## config.mk

```make
export PLATFORM = sky130hd
export DESIGN_NAME = mmio_responder_flat
export DESIGN_NICKNAME = d
export VERILOG_FILES = /design/src/rtl/mmio_pkg.sv /design/src/rtl/mmio_responder_if.sv /design/src/rtl/mmio_fifo.sv /design/src/rtl/mmio_responder.sv /design/src/flat_wrapper.sv
export SDC_FILE = /design/constraint.sdc
export NUM_CORES = 1
export LEC_CHECK = 0
export CORE_UTILIZATION = 48
export DETAILED_ROUTE_END_ITERATION = 10
export GPL_ROUTABILITY_DRIVEN = 0
export GPL_TIMING_DRIVEN = 1
export HOLD_SLACK_MARGIN = 0.15
export PLACE_DENSITY = 0.76
export REMOVE_ABC_BUFFERS = 1
export SYNTH_ARGS = -nofsm -noshare
export SYNTH_HDL_FRONTEND = slang
export SYNTH_SLANG_ARGS = --single-unit
```

## constraint.sdc

```tcl
create_clock -name clock -period 2.36 [get_ports clock]
set_input_delay 0.472 -clock clock [delete_from_list [all_inputs] [get_ports clock]]
set_output_delay 0.472 -clock clock [all_outputs]
set_load 0.02 [all_outputs]
```

## src/rtl/mmio_pkg.sv

```systemverilog
// Shared constants for the MMIO responder: register offsets, CTRL/STATUS bit
// positions and default configuration.
package mmio_pkg;

    localparam logic [7:0] DEFAULT_BASE       = 8'hF8;
    localparam int         DEFAULT_FIFO_DEPTH = 4;

    localparam logic [2:0] OFF_SW   = 3'd0;
    localparam logic [2:0] OFF_LED  = 3'd1;
    localparam logic [2:0] OFF_TLO  = 3'd2;
    localparam logic [2:0] OFF_THI  = 3'd3;
    localparam logic [2:0] OFF_CTRL = 3'd4;
    localparam logic [2:0] OFF_CMP  = 3'd5;
    localparam logic [2:0] OFF_FIFO = 3'd6;
    localparam logic [2:0] OFF_STAT = 3'd7;

    localparam int CTRL_EN_BIT    = 0;
    localparam int CTRL_CLR_BIT   = 1;
    localparam int CTRL_MATCH_BIT = 7;

    localparam int STAT_EMPTY_BIT = 0;
    localparam int STAT_FULL_BIT  = 1;
    localparam int STAT_CNT_LSB   = 2;
    localparam int STAT_OVF_BIT   = 5;

endpackage

```

## src/rtl/mmio_responder_if.sv

```systemverilog
// Data-memory port as seen by the MMIO responder: datapath request in,
// registered read data and hit flag out.
interface mmio_responder_if;
    logic       mem_read;
    logic       mem_write;
    logic [7:0] address;
    logic [7:0] wdata;
    logic [7:0] rdata;
    logic       hit;

    modport master (output mem_read, output mem_write, output address, output wdata,
                    input rdata, input hit);
    modport slave  (input mem_read, input mem_write, input address, input wdata,
                    output rdata, output hit);
endinterface

```

## src/rtl/mmio_fifo.sv

```systemverilog
// Byte FIFO with combinational head; push while full or pop while empty is
// simply not performed, the drop policy belongs to the caller.
module mmio_fifo #(
    parameter int DEPTH = 4
) (
    input  logic                     clock,
    input  logic                     reset,
    input  logic                     push,
    input  logic [7:0]               push_data,
    input  logic                     pop,
    output logic [7:0]               head,
    output logic                     full,
    output logic                     empty,
    output logic [$clog2(DEPTH):0]   count
);
    localparam int AW = $clog2(DEPTH);
    localparam int CW = AW + 1;

    logic [AW-1:0] wr_ptr_reg, rd_ptr_reg;
    logic [CW-1:0] count_reg;
    logic [7:0]    data_arr [DEPTH];
    logic          do_push, do_pop;

    assign full    = (count_reg == CW'(DEPTH));
    assign empty   = (count_reg == '0);
    assign do_pop  = pop & ~empty;
    assign do_push = push & (~full | do_pop);

    // Entries are cleared by reset so stale bytes never reappear after a restart.
    genvar gi;
    for (gi = 0; gi < DEPTH; gi++) begin : g_entry
        logic [7:0] entry_reg;
        always_ff @(posedge clock or posedge reset) begin
            if (reset)
                entry_reg <= 8'h00;
            else if (do_push && wr_ptr_reg == AW'(gi))
                entry_reg <= push_data;
        end
        assign data_arr[gi] = entry_reg;
    end

    always_ff @(posedge clock or posedge reset) begin
        if (reset) begin
            wr_ptr_reg <= '0;
            rd_ptr_reg <= '0;
            count_reg  <= '0;
        end else begin
            if (do_push) wr_ptr_reg <= wr_ptr_reg + AW'(1);
            if (do_pop)  rd_ptr_reg <= rd_ptr_reg + AW'(1);
            case ({do_push, do_pop})
                2'b10:   count_reg <= count_reg + CW'(1);
                2'b01:   count_reg <= count_reg - CW'(1);
                default: count_reg <= count_reg;
            endcase
        end
    end

    assign head  = data_arr[rd_ptr_reg];
    assign count = count_reg;

endmodule

```

## src/rtl/mmio_responder.sv

```systemverilog
// Eight-byte MMIO window next to the data RAM: switches, LEDs, optional timer
// (MMIO_TIMER_EN) and a byte output FIFO, read back with one-cycle latency.
module mmio_responder import mmio_pkg::*; #(
    parameter logic [7:0] BASE       = DEFAULT_BASE,
    parameter int         FIFO_DEPTH = DEFAULT_FIFO_DEPTH
) (
    input  logic              clock,
    input  logic              reset,
    mmio_responder_if.slave   bus,
    input  logic [2:0]        sw_in,
    output logic [7:0]        ledg_out,
    output logic [7:0]        tx_data,
    output logic              tx_valid,
    input  logic              tx_ready
);
    localparam int CW = $clog2(FIFO_DEPTH) + 1;

    logic       sel, wr_sel, rd_sel;
    logic [2:0] offset;
    logic [2:0] sw_meta_reg, sw_sync_reg;
    logic [7:0] led_reg, rdata_reg, rd_val, stat_val, ctrl_val;
    logic [7:0] tlo_val, thi_val, cmp_val;
    logic       hit_reg, overflow_reg;
    logic       fifo_full, fifo_empty, fifo_pop, push_req, ovf_set;
    logic [CW-1:0] fifo_count;
    logic [2:0] count3;
    logic       ctrl_en, ctrl_match;

    assign sel    = (bus.address[7:3] == BASE[7:3]);
    assign offset = bus.address[2:0];
    assign wr_sel = bus.mem_write & sel;
    assign rd_sel = bus.mem_read & sel;

    always_ff @(posedge clock or posedge reset) begin
        if (reset) begin
            sw_meta_reg <= '0;
            sw_sync_reg <= '0;
            led_reg     <= '0;
        end else begin
            sw_meta_reg <= sw_in;
            sw_sync_reg <= sw_meta_reg;
            if (wr_sel && offset == OFF_LED) led_reg <= bus.wdata;
        end
    end

    // A full FIFO still accepts a push when the head leaves in the same cycle.
    assign fifo_pop = ~fifo_empty & tx_ready;
    assign push_req = wr_sel && offset == OFF_FIFO;
    assign ovf_set  = push_req & fifo_full & ~fifo_pop;

    mmio_fifo #(.DEPTH(FIFO_DEPTH)) u_fifo (
        .clock     (clock),
        .reset     (reset),
        .push      (push_req),
        .push_data (bus.wdata),
        .pop       (fifo_pop),
        .head      (tx_data),
        .full      (fifo_full),
        .empty     (fifo_empty),
        .count     (fifo_count)
    );

    assign tx_valid = ~fifo_empty;
    assign count3   = 3'(fifo_count);

    always_ff @(posedge clock or posedge reset) begin
        if (reset)
            overflow_reg <= 1'b0;
        else if (ovf_set)
            overflow_reg <= 1'b1;
        else if (rd_sel && offset == OFF_STAT)
            overflow_reg <= 1'b0;
    end

`ifdef MMIO_TIMER_EN
    logic [15:0] timer_reg;
    logic [7:0]  snapshot_reg, compare_reg;
    logic        enable_reg, match_reg, ctrl_wr;

    assign ctrl_wr = wr_sel && offset == OFF_CTRL;

    // Clear beats increment; a new match beats a write-1-to-clear.
    always_ff @(posedge clock or posedge reset) begin
        if (reset) begin
            timer_reg    <= '0;
            snapshot_reg <= '0;
            compare_reg  <= 8'hFF;
            enable_reg   <= 1'b0;
            match_reg    <= 1'b0;
        end else begin
            if (ctrl_wr && bus.wdata[CTRL_CLR_BIT])
                timer_reg <= '0;
            else if (enable_reg)
                timer_reg <= timer_reg + 16'd1;
            if (ctrl_wr) enable_reg <= bus.wdata[CTRL_EN_BIT];
            if (wr_sel && offset == OFF_CMP) compare_reg <= bus.wdata;
            if (rd_sel && offset == OFF_TLO) snapshot_reg <= timer_reg[15:8];
            if (enable_reg && timer_reg[7:0] == compare_reg)
                match_reg <= 1'b1;
            else if (ctrl_wr && bus.wdata[CTRL_MATCH_BIT])
                match_reg <= 1'b0;
        end
    end

    assign tlo_val    = timer_reg[7:0];
    assign thi_val    = snapshot_reg;
    assign cmp_val    = compare_reg;
    assign ctrl_en    = enable_reg;
    assign ctrl_match = match_reg;
`else
    assign tlo_val    = 8'h00;
    assign thi_val    = 8'h00;
    assign cmp_val    = 8'h00;
    assign ctrl_en    = 1'b0;
    assign ctrl_match = 1'b0;
`endif

    always_comb begin
        ctrl_val                 = 8'h00;
        ctrl_val[CTRL_EN_BIT]    = ctrl_en;
        ctrl_val[CTRL_MATCH_BIT] = ctrl_match;
        stat_val                        = 8'h00;
        stat_val[STAT_EMPTY_BIT]        = fifo_empty;
        stat_val[STAT_FULL_BIT]         = fifo_full;
        stat_val[STAT_CNT_LSB +: 3]     = count3;
        stat_val[STAT_OVF_BIT]          = overflow_reg;
    end

    always_comb begin
        rd_val = 8'h00;
        case (offset)
            OFF_SW:   rd_val = {5'b0, sw_sync_reg};
            OFF_LED:  rd_val = led_reg;
            OFF_TLO:  rd_val = tlo_val;
            OFF_THI:  rd_val = thi_val;
            OFF_CTRL: rd_val = ctrl_val;
            OFF_CMP:  rd_val = cmp_val;
            OFF_FIFO: rd_val = {5'b0, count3};
            OFF_STAT: rd_val = stat_val;
            default:  rd_val = 8'h00;
        endcase
    end

    // Read data is captured from pre-write state, so a combined read/write sees the old value.
    always_ff @(posedge clock or posedge reset) begin
        if (reset) begin
            rdata_reg <= 8'h00;
            hit_reg   <= 1'b0;
        end else if (bus.mem_read) begin
            hit_reg   <= sel;
            rdata_reg <= sel ? rd_val : 8'h00;
        end
    end

    assign bus.rdata = rdata_reg;
    assign bus.hit   = hit_reg;
    assign ledg_out  = led_reg;

endmodule

```

## src/flat_wrapper.sv

```systemverilog
// flat-port wrapper written by rule: the top's interface ports become plain ports
module mmio_responder_flat import mmio_pkg::*;
#(
    parameter logic [7:0] BASE       = DEFAULT_BASE,
    parameter int         FIFO_DEPTH = DEFAULT_FIFO_DEPTH
)
  (clock, reset, sw_in, ledg_out, tx_data, tx_valid, tx_ready, bus_mem_read, bus_mem_write, bus_address, bus_wdata, bus_rdata, bus_hit);
  mmio_responder_if bus_i ();
  input  logic clock;
  input  logic reset;
  input  logic [2:0] sw_in;
  output logic [7:0] ledg_out;
  output logic [7:0] tx_data;
  output logic tx_valid;
  input  logic tx_ready;
  input wire logic [$bits(bus_i.mem_read)-1:0] bus_mem_read;
  input wire logic [$bits(bus_i.mem_write)-1:0] bus_mem_write;
  input wire logic [$bits(bus_i.address)-1:0] bus_address;
  input wire logic [$bits(bus_i.wdata)-1:0] bus_wdata;
  output wire logic [$bits(bus_i.rdata)-1:0] bus_rdata;
  output wire logic [$bits(bus_i.hit)-1:0] bus_hit;
  assign bus_i.mem_read = bus_mem_read;
  assign bus_i.mem_write = bus_mem_write;
  assign bus_i.address = bus_address;
  assign bus_i.wdata = bus_wdata;
  assign bus_rdata = bus_i.rdata;
  assign bus_hit = bus_i.hit;
  mmio_responder #(.BASE(BASE), .FIFO_DEPTH(FIFO_DEPTH)) u_core (.clock(clock), .reset(reset), .bus(bus_i), .sw_in(sw_in), .ledg_out(ledg_out), .tx_data(tx_data), .tx_valid(tx_valid), .tx_ready(tx_ready));
endmodule
```

==> results.md <==
- The flow ran to the end, and the final reports show no timing, DRC or antenna violations.
- Of the post-synthesis cell area, the dominant cell type holds 0.534.
- The share of total power in sequential cells is 0.439.
- Across the VDD grid, the largest voltage drop is 0.452 mV.
- The initialized floorplan defines 28 standard-cell rows.
- The main flop type after synthesis is dfrtp_1.
- Of all nets on the critical path, the largest fanout is 2.
- The slowest stage of the critical path is the or4b_1 cell.
- The global route total overflow is 0.
- The share of total power dissipated in the clock network is 0.373.
- The cell accounting for the most synthesized area is dfrtp_1.
- The overall routed net length is 5.85 mm.
- CTS placed an instance of clkbuf_8 at the clock tree root.
- The classification of the worst-slack hold path is reg2reg.
- Counting flops with an async set or reset pin after synthesis yields a share of 1.00.
- The number of detailed-route iterations in the first pass is 4.
- The final HPWL from detailed placement is 4.17 mm.
- The clock slew seen by the registers of the worst setup and hold paths is 60 ps.
- For the worst setup path, the data arrival time is 2500 ps.
- The number of buffer and inverter instances along the worst setup path is 2.
- Setup repair after global routing left no endpoint under its margin.
- Summed over all nets, the switching power comes to 0.000751 W.
- After detailed routing, the number of vias per cell comes to 5.36.
- The startpoint of the worst setup timing path is tx_ready.
- The number of different library cells used by synthesis comes to 38.
- Of the synthesized area, sequential elements account for 0.534.
- The initial core utilization is 0.499.
- Pin placement for this block handled 50 I/O pins.
- At the later pin of the worst-skew pair, clock insertion delay measures 340 ps.
- The maximum number of pins on one net before global-route repair is 64.
- After synthesis, the cell types taking the most area are dfrtp_1 (53%), mux2_4 (12%), mux2_2 (6.9%), mux4_2 (6.1%), ha_1 (2.5%).
- The clock tree from TritonCTS is built.
- The net switching share of the total power is 0.264.
- The total number of clock tree sinks is 63.
- The internal power of the cells totals 0.00209 W.
- Between clock sinks in the finished design, the worst skew comes to 7.29 ps.
- The initial antenna violation count came to 0.
- Power spread over the standard cell area amounts to 737 nW/um^2.
- In the final layout, the share of cells above drive strength 1 is 0.332.
- The flip-flop count of the largest register, all copies and words added is 32.
- Setup total negative slack on the finished layout was measured at 0 ps.
- Across the run, the number of max-cap violations was 0.
- The antenna diode instance count is 0.
- The global-route total usage across every layer is 0.215.
- Counting the buffers created by CTS gives 9.
- In this run the most critical hold path is launched from u_core.sw_meta_reg[1].
- The post-route clock period utilization is 0.948.
- The via count of the first global-routing pass came to 1915.
- The total vias in the final route is 1869.
- Walking the worst path, the cells encountered are clkdlybuf4s50_1 > or4b_1 > nand2_1 > ha_1 > inv_1 > fa_1 > xor2_1 > nor2_1 > xor2_1.
- Buffers added to address setup during post-CTS repair amount to 0.
- By instance count, the leading cell after synthesis is dfrtp_1.
- The width of the die is 80.4 um.
- For this run, the slowest stage of the critical path takes 500 ps.
- The H-tree was split into 3 levels.
- The worst setup path is captured at a flop.
- The critical path data required time is 2620 ps.
- The synthesized flop and latch total is 63.
- The maximum count of clock buffers along a single path is 2.
- The mapped netlist covers 2950 sq um.
- The final count of negative-setup-slack endpoints is 0.
- The share of total power dissipated in combinational logic is 0.188.
- The number of hold-slack violations in the final timing report is 0.
- The leakage power is 1.77 nW.
- The final period demand of the worst path is 2240 ps.
- The cell area after layout is 3850 sq um.
- The measured slew at the worst slew-check pin is 444 ps.
- The worst register-to-register path begins at u_core.u_fifo.count[0].
- During placement, the flow inserted port buffers numbering 49.
- The first routing iteration left 105 violations.
- The average wire per standard cell is 16.8 um.
- From bottom edge to top edge, the die measures 80.4 um.
- After floorplanning, the core was sized to cover 5920 sq um.
- The Yosys step of the flow raised 0 warnings.
- The synthesized design contains 0 enable-type register cells.
- The critical path's most frequent cell is xor2_1.
- The commonest cells after synthesis are dfrtp_1 (63), mux2_4 (24), mux2_2 (18).
- The critical path in this run is classified as in2reg.
- The post-synthesis cell count is 203.
- Measured against its own limit, the worst slew margin works out to 0.704.
- STA classifies the critical path startpoint as an input port.
- Derived from the worst setup path, the maximum achievable clock frequency is 0.447 GHz.
- The die covers 6470 sq um.
- The area growth from synthesis to layout is 30.5%.
- The number of nets in the layout is 300.
- In this run the remaining antenna-violating nets after routing total 0.
- The number of remaining DRC errors is 0.
- The first-pass GRT wire length is 10.0 mm.
- The number of max-slew violations in the final report is 0.
- The post-synthesis average cell area is 14.5 sq um.
- In this design, the largest share of critical-path delay is due to simple AND/OR/NAND/NOR gates.
- After detailed placement, the total cell area comes to 3630 sq um.
-- cells by family after synthesis --
| group | share of synthesized area |
|---|---|
| adders and majority gates | 0.0322 |
| AOI/OAI and AO/OA | 0.0471 |
| xor gates and xnor gates | 0.0178 |
| and+or+nand+nor | 0.0691 |
| buffers and inverters | 0.0411 |
| DFF | 0.534 |
| muxes | 0.259 |
-- final cells by class --
| class | instances | area [sq um] |
|---|---|---|
| fillers | 444 | 2070 |
| flip-flops and latches | 63 | 1580 |
| multi-input cells | 115 | 1250 |
| repair buffers | 65 | 641 |
| clock buffers | 11 | 151 |
| well taps | 75 | 93.8 |
| clock inverters | 5 | 80.1 |
| inverters | 15 | 56.3 |
-- layout by cell type, fill, tap and decap left out, drive strengths merged --
| cell type | n |
|---|---|
| fa | 1 |
| and2 | 4 |
| clkinv | 1 |
| xnor2 | 3 |
| or3 | 2 |
| nor3b | 1 |
| and4 | 1 |
| dlygate4sd2 | 8 |
| and3 | 5 |
| clkinvlp | 2 |
| clkdlybuf4s50 | 40 |
| bufinv | 2 |
| mux4 | 8 |
| buf | 16 |
| dlymetal6s2s | 1 |
| or4b | 1 |
| ha | 6 |
| mux2 | 42 |
| o22ai | 7 |
| inv | 15 |
| or4bb | 1 |
| o2bb2ai | 1 |
| nand2 | 2 |
| xor2 | 3 |
| nor3 | 1 |
| mux2i | 2 |
| o21ai | 6 |
| nor2 | 3 |
| nand3 | 7 |
| a221oi | 2 |
| a211oi | 1 |
| o311ai | 1 |
| and4b | 1 |
| a22oi | 3 |
| dfrtp | 63 |
| clkbuf | 11 |
-- final timing paths --
kind / slack (ps) / end / depth (start not counted)
worst max-delay path: 120 / u_core.u_fifo.count[2] / 9
worst min register to register: 350 / u_core.sw_sync_reg[1] / 0
min in group asynchronous: 530 / u_core.bus.rdata[7] / 3
worst max register to register: 180 / u_core.u_fifo.count[2] / 8
worst min-delay path: 350 / u_core.sw_sync_reg[1] / 0
max in group asynchronous: 1570 / u_core.u_fifo.g_entry[1].entry_reg[4] / 3
-- worst reg2reg max path, stage by stage (launching register included) --
cell	delay [ps]
dfrtp_1	440
or4b_1	550
nand2_1	110
ha_1	170
inv_1	50
fa_1	370
xor2_1	150
nor2_1	110
xor2_1	150
-- through the flow --
stage,power [W],cells,hold WS (ps),setup WS [ps],utilization
4_1_cts,0.00287,349,351,15.7,0.650
2_1_floorplan,0.00156,193,331,109,-
3_3_place_gp,0.00180,333,333,-158,0.613
6_report,0.00284,349,348,122,0.651
5_1_grt,0.00300,349,356,12.0,0.651
3_5_place_dp,0.00181,333,336,-209,0.613
-- metal layers --
layer,track usage,wire (um)
met5,0,0
met4,0.0804,72
met3,0.0580,245
met2,0.316,2820
met1,0.303,2720
-- power groups by stage --
stage,logic (W),registers [W],clock network [W]
after floorplan,0.000286,0.00127,0
after global placement,0.000531,0.00127,0
after detailed placement,0.000544,0.00126,0
after CTS,0.000546,0.00125,0.00108
after global routing,0.000597,0.00126,0.00114
final,0.000535,0.00125,0.00106
-- what timing repair did --
item / in CTS / in global routing
endpoints found under the setup margin: 8 / 1
hold buffers: 0 / 0
resized for setup: 8 / 1
Power figures use the tool's default switching activity.
